File: src/rtl/led_pattern_sequencer.sv
// AXI-lite write-only master that paces LED pattern updates with a tick timer.
// A pattern is committed to the local copy only after an OKAY write response.
module led_pattern_sequencer #(
    parameter logic [31:0] LED_ADDR = 32'h4000_0000,
    parameter int          TICK_W   = 32
) (
    input  logic              aclk,
    input  logic              areset,
    input  logic              enable,
    input  logic [1:0]        mode,
    input  logic [TICK_W-1:0] period,
    input  logic [7:0]        seed,
    output logic [31:0]       m_awaddr,
    output logic              m_awvalid,
    input  logic              m_awready,
    output logic [31:0]       m_wdata,
    output logic [3:0]        m_wstrb,
    output logic              m_wvalid,
    input  logic              m_wready,
    input  logic [1:0]        m_bresp,
    input  logic              m_bvalid,
    output logic              m_bready,
    output logic [7:0]        pattern,
    output logic              busy,
    output logic [7:0]        err_cnt
);

    typedef enum logic [1:0] {
        IDLE,
        XFER,
        RESP
    } state_t;

    state_t            state;
    logic [TICK_W-1:0] cnt;
    logic [TICK_W-1:0] last;
    logic              tick;
    logic              pending;
    logic              dir;
    logic [7:0]        next_q;
    logic [1:0]        mode_q;
    logic [7:0]        nxt;
    logic              onehot;
    logic              aw_fin;
    logic              w_fin;

    // A period of zero behaves exactly like a period of one.
    assign last   = (period == '0) ? '0 : period - TICK_W'(1);
    assign tick   = enable && (cnt >= last);
    assign onehot = (pattern != 8'h00) &&
                    ((pattern & (pattern - 8'd1)) == 8'h00);
    assign aw_fin = !m_awvalid || m_awready;
    assign w_fin  = !m_wvalid || m_wready;
    assign busy   = (state != IDLE);

    always_ff @(posedge aclk or posedge areset) begin
        if (areset) begin
            cnt <= '0;
        end else if (!enable || tick) begin
            cnt <= '0;
        end else begin
            cnt <= cnt + TICK_W'(1);
        end
    end

    // dir: 0 = shifting left, 1 = shifting right
    always_comb begin
        nxt = 8'h00;
        case (mode)
            2'b00: nxt = seed;
            2'b01: nxt = pattern + 8'd1;
            2'b10: nxt = (pattern == 8'h00) ? 8'h01 :
                         {pattern[6:0], pattern[7]};
            default: begin
                if (!onehot) begin
                    nxt = 8'h01;
                end else if (dir) begin
                    nxt = pattern >> 1;
                end else begin
                    nxt = pattern << 1;
                end
            end
        endcase
    end

    always_ff @(posedge aclk or posedge areset) begin
        if (areset) begin
            state     <= IDLE;
            pending   <= 1'b0;
            m_awaddr  <= 32'h0;
            m_awvalid <= 1'b0;
            m_wdata   <= 32'h0;
            m_wstrb   <= 4'b0000;
            m_wvalid  <= 1'b0;
            m_bready  <= 1'b0;
            pattern   <= 8'h00;
            err_cnt   <= 8'h00;
            dir       <= 1'b0;
            next_q    <= 8'h00;
            mode_q    <= 2'b00;
        end else begin
            // A starting transfer consumes both the stored and the live tick.
            if (!enable || state == IDLE) begin
                pending <= 1'b0;
            end else if (tick) begin
                pending <= 1'b1;
            end

            case (state)
                IDLE: begin
                    if (enable && (pending || tick)) begin
                        state     <= XFER;
                        m_awaddr  <= LED_ADDR;
                        m_wdata   <= {24'h0, nxt};
                        m_wstrb   <= 4'b0001;
                        m_awvalid <= 1'b1;
                        m_wvalid  <= 1'b1;
                        next_q    <= nxt;
                        mode_q    <= mode;
                    end
                end
                XFER: begin
                    if (m_awvalid && m_awready) begin
                        m_awvalid <= 1'b0;
                    end
                    if (m_wvalid && m_wready) begin
                        m_wvalid <= 1'b0;
                    end
                    if (aw_fin && w_fin) begin
                        state    <= RESP;
                        m_bready <= 1'b1;
                    end
                end
                RESP: begin
                    if (m_bvalid) begin
                        state    <= IDLE;
                        m_bready <= 1'b0;
                        if (m_bresp == 2'b00) begin
                            pattern <= next_q;
                            if (mode_q == 2'b11) begin
                                if (next_q == 8'h80) begin
                                    dir <= 1'b1;
                                end else if (next_q == 8'h01) begin
                                    dir <= 1'b0;
                                end
                            end
                        end else if (err_cnt != 8'hFF) begin
                            err_cnt <= err_cnt + 8'd1;
                        end
                    end
                end
                default: state <= IDLE;
            endcase
        end
    end

endmodule
File: config.mk
export PLATFORM = sky130hd
export DESIGN_NAME = led_pattern_sequencer
export DESIGN_NICKNAME = d
export VERILOG_FILES = /design/src/rtl/led_pattern_sequencer.sv
export SDC_FILE = /design/constraint.sdc
export NUM_CORES = 1
export LEC_CHECK = 0
export CAP_MARGIN = 40
export CELL_PAD_IN_SITES_DETAIL_PLACEMENT = 0
export CELL_PAD_IN_SITES_GLOBAL_PLACEMENT = 1
export CORE_ASPECT_RATIO = 0.9
export CORE_MARGIN = 2
export CORE_UTILIZATION = 37
export CTS_CLUSTER_DIAMETER = 120
export DETAILED_ROUTE_END_ITERATION = 10
export PLACE_DENSITY = 0.81
export SLEW_MARGIN = 15
export SYNTH_ARGS = -nofsm -noshare
export SYNTH_HDL_FRONTEND = slang
export SYNTH_SLANG_ARGS = --single-unit
File: constraint.sdc
create_clock -name aclk -period 3.5 [get_ports aclk]
set_input_delay 0.35 -clock aclk [delete_from_list [all_inputs] [get_ports aclk]]
set_output_delay 0.35 -clock aclk [all_outputs]
set_load 0.05 [all_outputs]
=== After elaboration in Yosys (flattened, before gate mapping) ===
Index checks and enable logic that the tools add are counted.

* Register bits after elaboration: 66
* Input port bits: 50
* Output and inout bits: 88
* Word-level logic and storage cells: 89

* Bitwise operators: 2
* Reduce and logical (&&, ||, !) cells: 34
* Add/sub/neg operators: 5
* Order comparisons: 1
* Equal/unequal tests: 13
* Mux-type cells: 22

{| class="wikitable"
|+ Operators with widths
! cell !! number
|-
| two-way mux 32 bit || 2
|-
| adder 32 x 1 -> 32 bit, second input constant || 1
|-
| greater-or-equal comparator 32 bit || 1
|-
| logical NOT 32 bit || 1
|-
| subtractor 32 x 1 -> 32 bit, second input constant || 1
|-
| two-way mux 8 bit || 3
|-
| one-hot mux 8 bit (3 select lines) || 1
|-
| adder 8 x 1 -> 8 bit, second input constant || 2
|-
| logical NOT 8 bit || 2
|-
| AND reduction 3 bit || 5
|-
| nonzero test 2 bit || 5
|-
| two-way mux 1 bit || 9
|-
| bitwise AND 8 bit || 1
|-
| == test 8 x 1 -> 1 bit, second input constant || 1
|-
| == test 8 bit, second input constant || 1
|-
| inequality test 2 bit, second input constant || 4
|-
| inequality test 8 bit, second input constant || 1
|-
| nonzero test 8 bit || 1
|-
| subtractor 8 x 1 -> 8 bit, second input constant || 1
|-
| == test 2 bit, second input constant || 3
|-
| logical AND 1 bit || 6
|-
| logical NOT 2 bit || 3
|-
| two-way mux 2 bit || 3
|-
| one-hot mux 1 bit (2 select lines) || 3
|-
| other kinds (9) || 16
|}

=== Depth between registers and ports, before layout ===
* Word-level depth: 8
* Mapped depth: 15
* Gate-level depth less buffers: 14

=== Worst setup path after synthesis ===
OpenSTA, ideal clock, no wires.

* Kind: input-to-reg
* From: input period[15]
* To: register mode_q[0]
* Data required time: 3.375 ns
* Arrival: 4.103 ns
* Slack: -0.728 ns
* Cell stages on the path: 14
* Library setup time: 0.125 ns
* Path buffers: 2
* Cells stage by stage: or4_1 nor4_1 nand4bb_1 nand4b_1 clkbuf_1 and2_1 ha_1 nand2b_1 a2111oi_0 nand3b_1 a31oi_1 o211ai_1 buf_2 mux2_2

* Word-level cells in the longest chain between the ends: 7
* Elaborated cells on any way between the ends: 8
* Those cells by class: 1 x add/sub; 1 x order compare; 1 x mux; 5 x reduce/logical

{| class="wikitable"
|+ RTL lines
! item !! line !! RTL
|-
| start: declaration || 11 || <nowiki>input logic [TICK_W-1:0] period,</nowiki>
|-
| subtractor 32 x 1 -> 32 bit / logical NOT 32 bit (equally long branches) || 48 || <nowiki>assign last = (period == '0) ? '0 : period - TICK_W'(1);</nowiki>
|-
| two-way mux 32 bit (*) || 48 ||
|-
| greater-or-equal comparator 32 bit (*) || 49 || <nowiki>assign tick = enable && (cnt >= last);</nowiki>
|-
| logical AND 1 bit (*) || 49 ||
|-
| logical OR 1 bit (*) || 111 || <nowiki>if (enable && (pending || tick)) begin</nowiki>
|-
| logical AND 1 bit (*) || 111 ||
|-
| AND reduction 2 bit (no line) (*) || n/a ||
|-
| end signal: assignment || 119 || <nowiki>mode_q <= mode;</nowiki>
|-
| end: declaration || 41 || <nowiki>logic [1:0] mode_q;</nowiki>
|}

Every way passes the cells marked *; elsewhere a longest branch is shown, timed or not.
A chain may end at the register's enable or synchronous reset.

=== Final worst setup path ===
* From: input period[8]
* To: register mode_q[0]

Same word-level chain as after synthesis.

==> impl_metrics.py <==
metrics = {
    "synth": {
        "synth_area_um2": 5300,
        "dominantRegCellSynth": "sky130_fd_sc_hd__dfrtp_1",
        "synthesis.yosys.warnings": 0,
        "avgSynthCellArea_um2": 8.53,
        "yosys.cell_types.count": 56,
        "number_of_enable_type_register_cells_in_the_synthesized_netlist": 0,
        "yosysSeqAreaShare_pct": 31.2,
        "synthCells": 621,
        "synth_seq_cells": 66,
        "ys_async_sr_fraction_pct": 100,
    },
    "global_route": {
        "grt_pass1_vias": 4608,
        "grt_start_max_net_pins": 67,
        "grt_pass1_wl_um": 22200,
        "grt_antenna_before_repair": 0,
        "globalRouteOverflowTotal": 0,
        "global_route.usage.total_pct": 17.8,
    },
    "timing": {
        "min_period_over_period_pct": 108,
        "slew_violations": 0,
        "report.final.hold_viol_count": 0,
        "rsz_0062_raised_after_global_routing": "yes",
        "tns_ns": -6.25,
        "clock.fmax_ghz": 0.265,
        "max_slew_headroom_pct": 52.2,
        "timing_worst_slew_pin_value_ns": 0.715,
        "period_needed_ns": 3.78,
        "fin_skew_ns": 0.00918,
        "pnr_worst_setup_slack_ns": -0.281,
        "finish_stage_setup_viols": 46,
    },
    "hold_path": {
        "min_path_type": "in2async",
    },
    "setup_path": {
        "worstSetupPathType": "in2reg",
        "kind_of_capture_point_of_the_worst_setup_path": "flop",
        "path_common_cell": "sky130_fd_sc_hd__buf_4",
        "cp_data_required_time_ns": 3.70,
        "cp_slowest_stage_delay_ns": 0.55,
        "timing.critical_path.max_delay_family": "simple AND/OR/NAND/NOR gates",
        "cpMaxStageDelayCell": "sky130_fd_sc_hd__or4_4",
        "r2r_cells": 6,
        "crit_arrival_ns": 3.98,
        "timing.reg2reg.setup_slack_ns": 0.77,
        "critical_path_depth": 20,
        "crit_path_cell_trace": "buf_6 > or4_4 > nor4_4 > buf_4 > nand4bb_4 > buf_6 > buf_4 > buf_4 > nor3_2 > xor2_1 > nand2_1 > ha_4 > a21oi_1 > o21ai_1 > nor3b_2 > a211o_1 > o211ai_1 > buf_4 > buf_6 > mux2_4",
        "cp_max_fo": 5,
        "startpoint_type": "input port",
        "buffer_and_inverter_count_on_the_worst_path": 7,
    },
    "die": {
        "floorplan.rows": 41,
        "floorplan.initialDensity_pct": 37.8,
        "ios": 138,
        "design.core.area_um2": 14000,
        "die-area_um2": 15300,
        "die_width_um": 130,
        "die_height_um": 118,
    },
    "routing": {
        "num_vias": 4800,
        "first_pass_detailed_route_iteration_total": 4,
        "antenna_left": 0,
        "drc": 0,
        "drc_violation_total_after_the_first_tritonroute_iteration": 298,
        "vias_per_cell": 4.92,
        "routedWlPerCell_um": 14.7,
        "drt-total-wl_um": 14300,
    },
    "finish": {
        "post_route_cells_drive_above_1_share_pct": 26.1,
        "multi_input_area_um2": 3710,
        "antennaDiodeCount": 0,
        "layout.area.seq_um2": 1650,
        "final_util_pct": 53.9,
        "finalNetCount": 866,
        "n_fill_cell": 1272,
        "layout-area-overhead-vs-synth_pct": 42.5,
    },
    "power_and_ir_drop": {
        "finalPower_uw": 2430,
        "p_sw_uw": 769,
        "clkPwrFrac_pct": 40.1,
        "combPwrFrac_pct": 26.2,
        "ir_drop_uv": 273,
        "cellLeakagePower_uw": 0.00350,
        "power.sequential.fraction_pct": 33.7,
        "swShare_pct": 31.6,
        "p_int_uw": 1660,
        "power.density_nw_per_um2": 322,
    },
    "placed_design": {
        "dp_worst_setup_slack_ns": -0.978,
        "placement.io_buffers": 79,
        "dpl.hpwl_um": 10100,
        "place.gp.congestion": 0.840,
    },
    "clocking": {
        "path_clk_slew_ns": 0.06,
        "cts_hold_repair.buffers": 0,
        "clock-root-buffer": "sky130_fd_sc_hd__clkbuf_16",
        "cts_tree": "built",
        "cts.htree.levels": 3,
        "cts_buffer_depth": 2,
        "numClockSinks": 66,
        "clk-insertion-delay-late_ns": 0.33,
        "cts-buffers-inserted": 9,
    },
    "job": {
        "drv.max_cap_violation_count": 0,
    },
    "run_status": {
        "status": "complete, but fails checks",
        "violations": "setup timing",
    },
}
## placed cells by master (no fill, tap or decap), types with 5 or more instances in the layout
master                            netlist  routed
sky130_fd_sc_hd__buf_4                 59      70
sky130_fd_sc_hd__dfrtp_1               66      66
sky130_fd_sc_hd__clkdlybuf4s50_1        0      64
sky130_fd_sc_hd__nand2_1               64      62
sky130_fd_sc_hd__conb_1                 1      58
sky130_fd_sc_hd__xor2_1                37      36
sky130_fd_sc_hd__ha_1                  39      35
sky130_fd_sc_hd__nor2_1                67      33
sky130_fd_sc_hd__xnor2_1               24      24
sky130_fd_sc_hd__o21ai_0               26      22
sky130_fd_sc_hd__nor2_2                 0      22
sky130_fd_sc_hd__inv_1                 21      20
sky130_fd_sc_hd__nand4_1               17      17
sky130_fd_sc_hd__nand3_1               17      17
sky130_fd_sc_hd__a21oi_1               21      17
sky130_fd_sc_hd__buf_6                  0      13
sky130_fd_sc_hd__nor3_1                16      12
sky130_fd_sc_hd__nor2_4                 0      12
sky130_fd_sc_hd__mux2_2                16       9
sky130_fd_sc_hd__clkbuf_16              0       9
sky130_fd_sc_hd__nand2b_1               8       8
sky130_fd_sc_hd__or3_1                  8       7
sky130_fd_sc_hd__and3_1                 7       7
sky130_fd_sc_hd__mux2_4                 0       7
sky130_fd_sc_hd__a31oi_1                7       6
sky130_fd_sc_hd__mux2i_1                6       6
sky130_fd_sc_hd__nor2b_1                7       6
sky130_fd_sc_hd__dlymetal6s2s_1         0       6
sky130_fd_sc_hd__nor4_1                10       5
sky130_fd_sc_hd__and2_1                 6       5
## area by class of cell
cell class,count,share of cell area [%]
clock buffers,10,3.17
clock inverters,6,1.19
inverters,21,1.04
multi-input cells,513,49.2
flip-flops and latches,66,21.9
well taps,193,3.20
repair buffers,166,20.3
## cell usage after synthesis, drive strengths merged, types with 7 or more instances
master  number  area [µm²]
inv         21        78.8
nand2       64         240
clkbuf      17        63.8
or3          8        50.1
and3         7        43.8
nor2        67         251
a21oi       21         105
xnor2       24         210
buf         61         452
nand3       17        85.1
ha          39         488
nand2b       8        50.1
nand4       18         119
mux2        16         180
o21ai       26         130
nor4        11        75.1
dfrtp       66        1650
nor2b        7        43.8
nor3        16        80.1
xor2        37         324
a31oi        7        43.8
## registers in the layout, indices dropped and copies added (netlist names)
name	cells
cnt	32
err_cnt	8
next_q	8
pattern	8
mode_q	2
state	2
dir	1
m_awaddr	1
m_awvalid	1
m_bready	1
m_wvalid	1
pending	1
## cell families (layout without fill, tap and decap cells)
kind of cell	count (synthesis)	count (layout)	synth area share (%)
buffers and inverters	99	203	11.2
adder cells (fa/ha/maj)	39	39	9.21
multiplexers	23	23	4.96
XOR/XNOR	61	61	10.1
other	1	58	0.0708
AO/OA/AOI/OAI	85	85	10.0
AND/OR/NAND/NOR	247	247	23.2
flip-flops	66	66	31.2
## through the flow
step	hold WS, ns	std cells	area (µm²)
global route	0.306	975	7550
finish	0.296	975	7550
floorplan	0.439	678	5610
detailed placement	0.483	935	6580
CTS	0.491	963	7130
global placement	0.471	935	6580
## routing by layer
metal / vias to the layer above / share of wire [%] / GRT usage (%)
met3: 11 / 4.6 / 3.23
met2: 126 / 47 / 28.3
li1: 2362 / - / -
met1: 2301 / 48 / 25.4
met5: - / 0 / 0
met4: 0 / 0.80 / 3.83
## final timing paths
check / start / endpoint
min in group aclk: cnt[0] / cnt[0]
hold / removal: areset / cnt[28]
setup reg to reg: pattern[4] / next_q[1]
hold reg to reg: cnt[0] / cnt[0]
setup / recovery: period[8] / mode_q[0]
max in group asynchronous: areset / next_q[6]
## power by group through the flow
stage / Combinational (µW) / Clock [µW] / Sequential (µW)
final: 636 / 974 / 819
after global routing: 675 / 1020 / 824
after CTS: 601 / 991 / 819
after detailed placement: 588 / 0 / 831
after global placement: 580 / 0 / 832
after floorplan: 360 / 0 / 906
## timing repair
item / 4_1_cts / 5_1_grt
resized for setup: 67 / 88
pin swaps: 17 / 28
gates cloned: 2 / 2
setup buffers: 10 / 9
endpoints found under the setup margin: 47 / 47
## tightest hold or removal path, delay by kind of cell
| kind | cells | cell delay, ns |
|---|---|---|
| buffers and inverters | 3 | 0.61 |
No activity file was read; power rests on OpenSTA's default activity.
